<file path="src/rtl/coso_pkg.sv">
// Shared constants for the coherent-sampler health monitor: health-test
// defaults and the packed byte width.
package coso_pkg;

  localparam int RCT_CUTOFF     = 32;
  localparam int APT_WINDOW_LOG = 10;
  localparam int APT_CUTOFF     = 589;
  localparam int BYTE_W         = 8;

endpackage

</file>
<file path="src/rtl/req_sync_edge.sv">
// Two-flop synchronizer for an asynchronous request followed by a registered
// rising-edge detector; emits a one-cycle pulse per request.
module req_sync_edge (
  input  logic clk,
  input  logic rst,
  input  logic req,
  output logic pulse
);

  logic [1:0] sync;
  logic       prev;

  // NOTE: non-blocking assignments make each flop sample pre-edge values, so this is a true shift chain.
  always_ff @(posedge clk) begin
    if (rst) begin
      sync  <= '0;
      prev  <= 1'b0;
      pulse <= 1'b0;
    end else begin
      sync  <= {sync[0], req};
      prev  <= sync[1];
      pulse <= sync[1] & ~prev;
    end
  end

endmodule

</file>
<file path="src/rtl/coso_health_monitor.sv">
// Health-test (RCT + APT) and byte-packing stage between the coherent sampler
// and the transmit path. Any test failure raises a sticky alarm.
module coso_health_monitor #(
  parameter int RCT_CUTOFF     = coso_pkg::RCT_CUTOFF,
  parameter int APT_WINDOW_LOG = coso_pkg::APT_WINDOW_LOG,
  parameter int APT_CUTOFF     = coso_pkg::APT_CUTOFF,
  parameter int CNT_WIDTH      = 16
) (
  input  logic                 clk,
  input  logic                 rst,
  input  logic                 CSReq,
  input  logic [CNT_WIDTH-1:0] CSCnt,
  input  logic                 enable,
  input  logic                 byte_ready,
  output logic [7:0]           rand_byte,
  output logic                 byte_valid,
  output logic                 rct_fail,
  output logic                 apt_fail,
  output logic                 alarm,
  output logic [7:0]           drop_cnt
);

  import coso_pkg::*;

  localparam int RUN_W   = $clog2(RCT_CUTOFF + 1);
  localparam int MATCH_W = APT_WINDOW_LOG + 1;
  localparam int BCNT_W  = $clog2(BYTE_W);

  logic sample_pulse;
  logic event_ok;
  logic b;
  logic unused_cnt;

  req_sync_edge u_req_sync (
    .clk   (clk),
    .rst   (rst),
    .req   (CSReq),
    .pulse (sample_pulse)
  );

  assign b          = CSCnt[0];
  assign unused_cnt = ^CSCnt[CNT_WIDTH-1:1];
  assign alarm      = rct_fail | apt_fail;
  assign event_ok   = sample_pulse & enable & ~alarm;

  // Repetition-count test state and next-state
  logic             last_bit;
  logic [RUN_W-1:0] run_cnt;
  logic [RUN_W-1:0] run_next;
  logic             rct_hit;

  // NOTE: every always_comb output gets a default first, so no path leaves it unassigned and no latch appears.
  always_comb begin
    run_next = RUN_W'(1);
    if (run_cnt != '0 && b == last_bit) begin
      run_next = (run_cnt == RUN_W'(RCT_CUTOFF)) ? run_cnt : run_cnt + 1'b1;
    end
  end

  assign rct_hit = event_ok & (run_next == RUN_W'(RCT_CUTOFF));

  always_ff @(posedge clk) begin
    if (rst) begin
      last_bit <= 1'b0;
      run_cnt  <= '0;
      rct_fail <= 1'b0;
    end else if (event_ok) begin
      last_bit <= b;
      run_cnt  <= run_next;
      if (rct_hit) rct_fail <= 1'b1;
    end
  end

  // Adaptive-proportion test over a 2^APT_WINDOW_LOG bit window
  logic [APT_WINDOW_LOG-1:0] win_pos;
  logic                      ref_bit;
  logic [MATCH_W-1:0]        match_cnt;
  logic [MATCH_W-1:0]        match_next;
  logic                      apt_hit;

  always_comb begin
    match_next = match_cnt;
    if (win_pos == '0) begin
      match_next = MATCH_W'(1);
    end else if (b == ref_bit) begin
      match_next = match_cnt + 1'b1;
    end
  end

  assign apt_hit = event_ok & (match_next == MATCH_W'(APT_CUTOFF));

  always_ff @(posedge clk) begin
    if (rst) begin
      win_pos   <= '0;
      ref_bit   <= 1'b0;
      match_cnt <= '0;
      apt_fail  <= 1'b0;
    end else if (event_ok) begin
      win_pos   <= win_pos + 1'b1;
      match_cnt <= match_next;
      if (win_pos == '0) ref_bit <= b;
      if (apt_hit) apt_fail <= 1'b1;
    end
  end

  // Packer: the failing bit is never packed
  logic [BYTE_W-1:0] shift_reg;
  logic [BCNT_W-1:0] bit_cnt;
  logic              pack_ok;
  logic              byte_done;
  logic [BYTE_W-1:0] new_byte;

  assign pack_ok   = event_ok & ~rct_hit & ~apt_hit;
  assign byte_done = pack_ok & (bit_cnt == BCNT_W'(BYTE_W - 1));
  assign new_byte  = {b, shift_reg[BYTE_W-1:1]};

  always_ff @(posedge clk) begin
    if (rst) begin
      shift_reg <= '0;
      bit_cnt   <= '0;
    end else if (pack_ok) begin
      shift_reg <= new_byte;
      bit_cnt   <= bit_cnt + 1'b1;
    end
  end

  // Output register is never overwritten while a byte is still waiting
  always_ff @(posedge clk) begin
    if (rst) begin
      rand_byte  <= '0;
      byte_valid <= 1'b0;
      drop_cnt   <= '0;
    end else if (alarm) begin
      byte_valid <= 1'b0;
    end else if (byte_done) begin
      if (byte_valid && !byte_ready) begin
        if (drop_cnt != 8'hFF) drop_cnt <= drop_cnt + 8'd1;
      end else begin
        rand_byte  <= new_byte;
        byte_valid <= 1'b1;
      end
    end else if (byte_valid && byte_ready) begin
      byte_valid <= 1'b0;
    end
  end

endmodule

</file>
<file path="config.mk">
export PLATFORM = sky130hd
export DESIGN_NAME = coso_health_monitor
export DESIGN_NICKNAME = d
export VERILOG_FILES = /design/src/rtl/coso_pkg.sv /design/src/rtl/req_sync_edge.sv /design/src/rtl/coso_health_monitor.sv
export SDC_FILE = /design/constraint.sdc
export NUM_CORES = 1
export LEC_CHECK = 0
export CORE_AREA = 2 2 65 98
export CTS_CLUSTER_DIAMETER = 50
export DETAILED_ROUTE_END_ITERATION = 12
export DIE_AREA = 0 0 67 100
export GPL_ROUTABILITY_DRIVEN = 1
export PLACE_DENSITY = 0.78
export SETUP_SLACK_MARGIN = 0.2
export SLEW_MARGIN = 25
export SYNTH_ARGS = -nofsm -noshare
export SYNTH_HDL_FRONTEND = slang
export SYNTH_HIERARCHICAL = 1
export SYNTH_SLANG_ARGS = --single-unit
</file>
<file path="constraint.sdc">
create_clock -name clk -period 2.9 [get_ports clk]
set_input_delay 0.58 -clock clk [delete_from_list [all_inputs] [get_ports clk]]
set_output_delay 0.58 -clock clk [all_outputs]
set_load 0.005 [all_outputs]
</file>
==> impl_metrics.json, run 1 <==
{
  "cts_hold_buf": 0,
  "synthCells": 358,
  "rows": 35,
  "grt_overflow": 0,
  "grt_max_degree": 44,
  "finalCritPeriodShare_pct": 87.6,
  "htree_levels": 3,
  "wl_met3_um": 212,
  "via_per_inst": 5.62,
  "die-area_um2": 6700,
  "die_y_um": 100,
  "max-cap-violations": 0,
  "yosysSeqAreaShare_pct": 39.3,
  "core_um2": 5960,
  "min_path_cells": 1,
  "die_x_um": 67,
  "endpoint_kind": "flop",
  "syn_nets": 387,
  "grt_pass1_vias": 2572,
  "tightest_slew_ns": 0.670,
  "hold_violations": 0,
  "m1WireLength_um": 2780,
  "crit_required_ns": 3.17,
  "pre_cts_ws_ns": -0.376,
  "dpl.cell_count": 463,
  "skew_ns": 0.0101,
  "ys.flop_type": "dfxtp_1",
  "cts_buffers": 9,
  "r2r_cells": 10,
  "path_clk_slew_ns": 0.07,
  "timing.rr.start": "run_cnt[0]",
  "root_buffer": "clkbuf_8",
  "synth_cell_types": 60,
  "first_pass_iters": 5,
  "period_needed_ns": 2.54,
  "grt_pass1_wl_um": 11300,
  "power.density_nw_per_um2": 487,
  "peakVddDrop_mv": 0.374,
  "cp-start-kind": "flop",
  "syn_area_per_cell_um2": 8.81,
  "synth-async-reset-ratio_pct": 0,
  "fillCellCount": 502,
  "antenna_left": 0,
  "clockBufferDepth": 2,
  "rsz0062_at_grt": "false",
  "path_cells": "inv_1, ha_1, nor4b_4, nand3_1, a21oi_2, or4b_1, o211ai_2, buf_4, or4_1, a21oi_1",
  "cts.sinks": 62,
  "drive_above_1_share_pct": 15.3,
  "worst_hold_slack_ns": 0.408,
  "synth_area_um2": 3150,
  "area_growth_pct": 20.9,
  "synth-seq-cells": 62,
  "cp.arrival_ns": 2.81,
  "final_util_pct": 64.1,
  "insertion_delay_ns": 0.34,
  "wl_met2_um": 3620,
  "critPathSlowestCell": "or4_1",
  "leakage_nw": 1.39,
  "synth_edf_count": 0,
  "largest_register_ffs": 11,
  "top_layer_used": "met4",
  "status": "complete, no violations",
  "totalPowerFinal_mw": 1.86,
  "finalSetupViolCount": 0,
  "layout.cells.non_filler": 479,
  "critPathTopFamily": "simple AND/OR/NAND/NOR gates",
  "hold_end": "u_req_sync/pulse",
  "track_usage_pct": 22.1,
  "holdCritPathClass": "flop to flop",
  "cp_max_fo": 10,
  "timing.final.ws_setup_ns": 0.360,
  "antenna_found_initial": 0,
  "reg_top3": "match_cnt (11), win_pos (10)",
  "max_freq_ghz": 0.394,
  "top_register": "match_cnt",
  "synth_warnings": 6,
  "slew_headroom_pct": 55.3,
  "reg2reg_to": "drop_cnt[7]",
  "num_vias": 2692,
  "path_buf_inv": 2,
  "drt_iter0_markers": 121,
  "wire_per_inst_um": 14.1,
  "io_buffers": 25,
  "dp_hpwl_um": 4760,
  "hp-start": "u_req_sync/prev",
  "crit_path_max_incr_delay_ns": 0.50,
  "nets": 429,
  "start_util_pct": 53.0,
  "remaining_drc_errors": 0,
  "gp_congestion": 0.875,
  "finalMaxSlewViolations": 0,
  "reg2reg_slack_ns": 0.36,
  "io_pins": 41,
  "worstSetupPathType": "flop to flop",
  "drt-total-wl_um": 6770,
  "cts_tree": "built",
  "antenna_cells": 0
}
==> layout by cell type (no fill, tap or decap), types with 3 or more instances in the layout <==
master and instances:
or3_1 7, xnor2_1 6, nand3_1 15, xor2_1 8
ha_1 8, mux2i_1 19, nor4_1 4, clkbuf_8 10
nor2_1 34, nand2_1 36, nand2b_1 20, or4_1 5
bufinv_16 3, and3_1 5, a21oi_1 23, dfxtp_1 62
o21ai_0 14, o31ai_1 4, nand4_1 3, nor3_1 5
nor3b_1 3, buf_4 24, nor2b_1 8, a31oi_1 4
clkdlybuf4s50_1 23, inv_1 7
==> synthesized netlist by cell type (all sizes together) (2+ instances only) <==
| master | n | area [µm²] |
|---|---|---|
| dfxtp | 62 | 1240 |
| nand2 | 36 | 135 |
| nor2 | 34 | 128 |
| a21oi | 25 | 129 |
| nand2b | 20 | 125 |
| mux2i | 19 | 190 |
| nand3 | 15 | 75.1 |
| o21ai | 14 | 70.1 |
| clkbuf | 10 | 47.5 |
| and3 | 9 | 68.8 |
| xor2 | 9 | 86.3 |
| buf | 8 | 67.6 |
| ha | 8 | 100 |
| nor2b | 8 | 50.1 |
| inv | 7 | 26.3 |
| or3 | 7 | 43.8 |
| xnor2 | 7 | 68.8 |
| nor3 | 5 | 25.0 |
| or4 | 5 | 37.5 |
| a31oi | 4 | 25.0 |
| nor3b | 4 | 35.0 |
| nor4 | 4 | 25.0 |
| o31ai | 4 | 30.0 |
| nand4 | 3 | 18.8 |
| a22oi | 2 | 15.0 |
| a311oi | 2 | 17.5 |
| mux2 | 2 | 26.3 |
| nor4b | 2 | 38.8 |
| o211ai | 2 | 20.0 |
| o21ba | 2 | 20.0 |
| or2 | 2 | 12.5 |
==> cell type report <==
class	count	area [µm²]	area share, %
Clock inverter	5	106	2.79
Timing Repair Buffer	49	420	11.0
Sequential cell	62	1240	32.5
Inverter	7	26.3	0.689
Multi-Input combinational cell	271	1790	46.8
Clock buffer	11	141	3.71
Tap cell	74	92.6	2.43
==> worst max path at each step <==
stage	from	slack, ns	cells past startpoint	endpoint
6_report	run_cnt[0]	0.36	10	drop_cnt[7]
5_1_grt	run_cnt[0]	0.17	10	drop_cnt[4]
4_1_cts	CSCnt[0]	0.26	10	drop_cnt[7]
3_5_place_dp	CSCnt[0]	-0.38	10	drop_cnt[7]
3_3_place_gp	CSCnt[0]	-0.30	9	drop_cnt[5]
2_1_floorplan	CSCnt[0]	0.26	9	drop_cnt[2]
==> through the flow <==
step	TNS (ns)	cell area [µm²]
4_1_cts	0	3800
6_report	0	3810
2_1_floorplan	0	3150
3_5_place_dp	-5.65	3560
3_3_place_gp	-5.20	3560
5_1_grt	0	3810
==> cell families (layout without fill, tap and decap cells) <==
family / after synthesis / after routing / share of synthesized area [%]
muxes: 21 / 21 / 6.86
AOI/OAI and AO/OA: 64 / 64 / 13.0
and+or+nand+nor: 162 / 162 / 28.2
DFF: 62 / 62 / 39.3
buffers and inverters: 25 / 72 / 4.48
xor gates and xnor gates: 16 / 16 / 4.92
adders and majority gates: 8 / 8 / 3.17
==> report_power, final <==
part           internal (mW)  switching (mW)  leakage (nW)
Clock                  0.596           0.343         0.120
Combinational         0.0275          0.0351         0.771
Sequential             0.855         0.00290         0.500
==> layer usage <==
| metal | vias up | global-route usage, % |
|---|---|---|
| met5 | - | 0 |
| met4 | 0 | 13.5 |
| met3 | 17 | 3.81 |
| met2 | 47 | 38.3 |
| met1 | 1287 | 24.2 |
| li1 | 1341 | - |
==> timing repair <==
item                                    4_1_cts  5_1_grt
setup buffers                                 0        0
pin swaps                                     1        1
hold endpoints to repair                      0        0
resized for setup                             1        4
endpoints found under the setup margin       20        4
(Power assumes the default switching activity.)
==> run 2: changes to the inputs <==
--- a/config.mk
+++ b/config.mk
@@ -5,12 +5,12 @@
 export SDC_FILE = /design/constraint.sdc
 export NUM_CORES = 1
 export LEC_CHECK = 0
-export CORE_AREA = 2 2 65 98
+export CORE_AREA = 2 2 75 113
 export CTS_CLUSTER_DIAMETER = 50
 export DETAILED_ROUTE_END_ITERATION = 12
-export DIE_AREA = 0 0 67 100
+export DIE_AREA = 0 0 77 115
 export GPL_ROUTABILITY_DRIVEN = 1
-export PLACE_DENSITY = 0.78
+export HOLD_SLACK_MARGIN = 0.06
 export SETUP_SLACK_MARGIN = 0.2
 export SLEW_MARGIN = 25
 export SYNTH_ARGS = -nofsm -noshare
==> run 2 against run 1 <==
Net effect:
- routed wire length shrank 0.68%
- non-clock buffer count shrank 5
- total power grew 5.4%
- clock power grew 11%
- via count shrank 3.8%
- setup slack lost 0.032 ns
- sequential share of layout area shrank 0.77 points
- clock skew shrank 0.0026 ns
- register-to-register slack gained 0.05 ns
==> impl_metrics.json, run 2 (synthesis results as in run 1) <==
{
  "status": "complete, no violations",
  "grt_pass1_vias": 2494,
  "grt_overflow": 0,
  "reg2reg_slack_ns": 0.41,
  "drt-total-wl_um": 6730,
  "wire_per_inst_um": 13.3,
  "p_sw_mw": 0.397,
  "critPathSlowestCell": "clkdlybuf4s50_1",
  "cp-start-kind": "input port",
  "crit_path_max_incr_delay_ns": 0.50,
  "grt_pass1_wl_um": 11600,
  "antenna_found_initial": 0,
  "pre_cts_ws_ns": -0.322,
  "rsz0062_at_grt": "false",
  "via_per_inst": 5.14,
  "peakVddDrop_mv": 0.394,
  "top_register": "match_cnt",
  "clockBufferDepth": 2,
  "internal_power_mw": 1.56,
  "hold_violations": 0,
  "period_needed_ns": 2.57,
  "finalSetupViolCount": 0,
  "final_util_pct": 49.4,
  "antenna_left": 0,
  "switching_share_pct": 20.2,
  "cts_tree": "built",
  "dp_hpwl_um": 4600,
  "timing.final.ws_setup_ns": 0.329,
  "cp.arrival_ns": 2.78,
  "p_comb_share_pct": 3.2,
  "p_seq_share_pct": 43.9,
  "reg_top3": "match_cnt (11), win_pos (10)",
  "htree_levels": 3,
  "grt_max_degree": 38,
  "drt_iter0_markers": 181,
  "fin_area_um2": 3910,
  "placedInstanceArea_um2": 3570,
  "tightest_slew_ns": 0.598,
  "cts_hold_buf": 0,
  "power.density_nw_per_um2": 502,
  "final_common_cell": "dfxtp_1",
  "drive_above_1_share_pct": 14.8,
  "finalCritPeriodShare_pct": 88.7,
  "first_pass_iters": 4,
  "clkPwrFrac_pct": 53.0,
  "worstSetupPathType": "input port to flop",
  "slew_headroom_pct": 60.1,
  "rows": 40,
  "path_clk_slew_ns": 0.05,
  "cts.sinks": 62,
  "io_pins": 41,
  "nets": 424,
  "die-area_um2": 8860,
  "root_buffer": "clkbuf_16",
  "cts_buffers": 9,
  "die_x_um": 77,
  "start_util_pct": 39.9,
  "path_cells": "clkdlybuf4s50_1, nand4bb_1, a31oi_2, o21ai_2, a2111o_1, o211a_1, and3_4, mux2_4",
  "fillCellCount": 796,
  "die_y_um": 115,
  "max_freq_ghz": 0.389,
  "core_um2": 7910,
  "gp_congestion": 0.821,
  "insertion_delay_ns": 0.32,
  "largest_register_ffs": 11,
  "remaining_drc_errors": 0,
  "track_usage_pct": 16.4,
  "layout_common_cells": "dfxtp_1 (62), nand2_1 (36), nor2_1 (34)",
  "leakage_nw": 1.40,
  "holdCritPathClass": "flop to flop",
  "io_buffers": 25,
  "post_cts_buffers": 0,
  "max-cap-violations": 0,
  "finalMaxSlewViolations": 0,
  "crit_required_ns": 3.11,
  "num_vias": 2591,
  "endpoint_kind": "flop",
  "cp_max_fo": 3,
  "antenna_cells": 0,
  "area_growth_pct": 23.9,
  "skew_ns": 0.00746
}
[run 2: worst paths after layout]
check	start	to	cells past startpoint
setup / recovery	enable	drop_cnt[2]	8
hold / removal	u_req_sync/prev	u_req_sync/pulse	1
hold reg to reg	u_req_sync/prev	u_req_sync/pulse	1
setup reg to reg	ref_bit	drop_cnt[2]	8
[run 2: what timing repair did]
action | in CTS | in global routing
setup endpoints to repair | 27 | 20
pin swaps | 1 | 2
gates resized for setup | 3 | 8
[run 2: power by group through the flow]
stage                     combinational (mW)  sequential [mW]  clock, mW
after floorplan                       0.0397            0.876          0
after global placement                0.0600            0.877          0
after detailed placement              0.0608            0.877          0
after CTS                             0.0627            0.859       1.07
after global routing                  0.0691            0.859       1.11
final                                 0.0619            0.860       1.04
[run 2: worst max-delay path, delay by kind of cell]
kind	cells	cell delay [ns]
compound gates	4	1.07
mux	1	0.28
buf+inv	1	0.50
simple gates	2	0.34
[run 2: metal layers]
metal	vias to the layer above	global-route usage, %	part of all wire (%)
li1	1329	-	-
met1	1224	18.8	44
met2	27	28.8	51
met3	11	4.08	2.8
met4	0	7.50	1.9
met5	-	0	0
[run 2: area by class of cell]
| type | instances | area [µm²] | area share (%) |
|---|---|---|---|
| inverters | 7 | 26.3 | 0.672 |
| clock buffers | 11 | 243 | 6.21 |
| repair buffers | 44 | 395 | 10.1 |
| clock inverters | 4 | 47.5 | 1.22 |
| flip-flops and latches | 62 | 1240 | 31.8 |
| multi-input cells | 271 | 1820 | 46.7 |
| well taps | 105 | 131 | 3.36 |
[run 2: through the flow]
step | setup TNS, ns | instances | hold slack [ns] | power [mW]
floorplan | 0 | 358 | 0.387 | 0.916
global placement | -5.87 | 489 | 0.396 | 0.937
detailed placement | -6.33 | 489 | 0.395 | 0.938
CTS | 0 | 504 | 0.402 | 1.99
global route | 0 | 504 | 0.408 | 2.04
finish | 0 | 504 | 0.405 | 1.96
==> run 3: changes to the inputs <==
--- a/config.mk
+++ b/config.mk
@@ -5,10 +5,10 @@
 export SDC_FILE = /design/constraint.sdc
 export NUM_CORES = 1
 export LEC_CHECK = 0
-export CORE_AREA = 2 2 75 113
+export CORE_AREA = 2 2 86 129
 export CTS_CLUSTER_DIAMETER = 50
 export DETAILED_ROUTE_END_ITERATION = 12
-export DIE_AREA = 0 0 77 115
+export DIE_AREA = 0 0 88 131
 export GPL_ROUTABILITY_DRIVEN = 1
 export HOLD_SLACK_MARGIN = 0.06
 export SETUP_SLACK_MARGIN = 0.2
==> run 3 against run 2 <==
Net effect:
- sequential share of layout area shrank 0.78 points
- setup slack worse by 0.078 ns
- non-clock buffer count is 6 higher
- clock power grew 12%
- critical path type unchanged
==> impl_metrics.json, run 3 (synthesis results as in run 1) <==
{
  "drt-total-wl_um": 7060,
  "track_usage_pct": 13.0,
  "seqCellArea_um2": 1240,
  "htree_levels": 3,
  "area_growth_pct": 27.0,
  "die_y_um": 131,
  "drt_iter0_markers": 141,
  "die-area_um2": 11500,
  "antenna_left": 0,
  "grt_max_degree": 31,
  "reg_top3": "match_cnt (11), win_pos (10)",
  "reg2reg_to": "drop_cnt[2]",
  "hold_violations": 0,
  "clockBufferDepth": 2,
  "io_buffers": 25,
  "leakage_nw": 1.43,
  "remaining_drc_errors": 0,
  "antenna_cells": 0,
  "cp_max_fo": 4,
  "worstSetupPathType": "input port to flop",
  "holdCritPathClass": "flop to flop",
  "rows": 46,
  "root_buffer": "clkbuf_16",
  "layout.cells.non_filler": 550,
  "cts.sinks": 62,
  "peakVddDrop_mv": 0.277,
  "critPathSlowestCell": "or4_1",
  "rsz0062_at_grt": "true",
  "final_common_cell": "dfxtp_1",
  "finalCritPeriodShare_pct": 91.4,
  "max_freq_ghz": 0.377,
  "cp-start-kind": "input port",
  "first_pass_iters": 5,
  "num_vias": 2636,
  "cp.arrival_ns": 2.87,
  "critPathTopFamily": "simple AND/OR/NAND/NOR gates",
  "status": "complete, no violations",
  "worst_hold_slack_ns": 0.400,
  "r2r_cells": 10,
  "start_util_pct": 30.3,
  "dpl.cell_count": 531,
  "die_x_um": 88,
  "path_clk_slew_ns": 0.05,
  "tightest_slew_ns": 0.499,
  "slew_headroom_pct": 66.5,
  "path_cells": "dlygate4sd2_1, xor2_2, or4_1, a21oi_2, o32ai_4, buf_4, o211a_1, and3_4, mux2_4",
  "antenna_found_initial": 0,
  "via_per_inst": 4.79,
  "core_um2": 10400,
  "crit_required_ns": 3.12,
  "grt_overflow": 0,
  "hp-start": "u_req_sync/prev",
  "grt_pass1_vias": 2494,
  "drive_above_1_share_pct": 15.0,
  "insertion_delay_ns": 0.33,
  "skew_ns": 0.00776,
  "grt_pass1_wl_um": 11600,
  "gp_congestion": 0.823,
  "dp_hpwl_um": 4940,
  "io_pins": 41,
  "path_buf_inv": 2,
  "multi_input_area_um2": 1790,
  "wire_per_inst_um": 12.8,
  "largest_register_ffs": 11,
  "power.density_nw_per_um2": 521,
  "min_path_cells": 1,
  "cts_buffers": 9,
  "max-cap-violations": 0,
  "reg2reg_slack_ns": 0.32,
  "timing.rr.start": "run_cnt[0]",
  "cts_tree": "built",
  "finalMaxSlewViolations": 0,
  "layout_common_cells": "dfxtp_1 (62), nand2_1 (36), nor2_1 (34)",
  "endpoint_kind": "flop",
  "finalSetupViolCount": 0,
  "fillCellCount": 1058,
  "crit_path_max_incr_delay_ns": 0.53,
  "top_register": "match_cnt",
  "hold_end": "u_req_sync/pulse",
  "period_needed_ns": 2.65,
  "nets": 430
}
## run 3: cell types whose count changed in the layout (fill, tap and decap cells not counted), sizes merged
cell / before / now
buf: 20 / 26
clkbuf: 12 / 10
bufinv: 1 / 2
dlygate4sd2: 0 / 1
inv: 7 / 8
## run 3: cell type report
class	count	area share [%]
timing repair buffer	50	11.1
multi-input combinational	271	44.7
sequential	62	31.0
inverter	7	0.656
tap	144	4.50
clock inverter	6	2.34
clock buffer	10	5.72
## run 3: worst max path at each step
stage               slack, ns  cells past startpoint      from          end
global placement        -0.34                      9  CSCnt[0]  drop_cnt[4]
finish                   0.25                      9  CSCnt[0]  drop_cnt[2]
detailed placement      -0.36                      9  CSCnt[0]  drop_cnt[6]
floorplan                0.26                      9  CSCnt[0]  drop_cnt[2]
global route             0.18                     10  CSCnt[0]   byte_valid
CTS                      0.26                      9  CSCnt[0]  drop_cnt[2]
## run 3: metrics by stage
stage	setup TNS [ns]	total power, mW	setup slack (ns)	instance area [µm²]	utilization [%]
after floorplan	0	0.916	0.258	3150	-
after detailed placement	-6.66	0.940	-0.361	3640	35.0
final	0	2.09	0.250	4010	38.5
after CTS	0	2.11	0.256	3990	38.3
after global placement	-6.01	0.939	-0.336	3640	35.0
after global routing	0	2.16	0.183	4010	38.5
## run 3: power breakdown
group          switching (mW)  internal [mW]  total, mW
Clock                   0.406          0.758       1.16
Sequential            0.00249          0.856      0.858
Combinational          0.0357         0.0296     0.0653
Total                   0.445           1.64       2.09
## run 3: layer usage
| layer | track usage [%] | share of wire [%] | vias to the layer above | routed length, µm |
|---|---|---|---|---|
| met5 | 0 | 0 | - | 0 |
| li1 | - | - | 1348 | - |
| met4 | 7.78 | 3.9 | 0 | 274 |
| met1 | 14.8 | 44 | 1228 | 3090 |
| met2 | 21.7 | 50 | 39 | 3540 |
| met3 | 3.02 | 2.2 | 21 | 154 |
## run 3: what timing repair did
item                                    in CTS  in global routing
buffers inserted                             2                  1
pin swaps                                    1                  0
gates resized for setup                      2                  2
hold buffers                                 0                  0
endpoints found under the setup margin      25                 13
## run 3: worst register-to-register path: stages, from the launching register on
cell	delay, ns
dfxtp_1	0.38
inv_1	0.09
ha_1	0.14
nor4b_4	0.26
buf_4	0.17
nand2_1	0.06
o22ai_1	0.14
or4b_1	0.57
o211a_1	0.22
and3_4	0.18
mux2_4	0.28
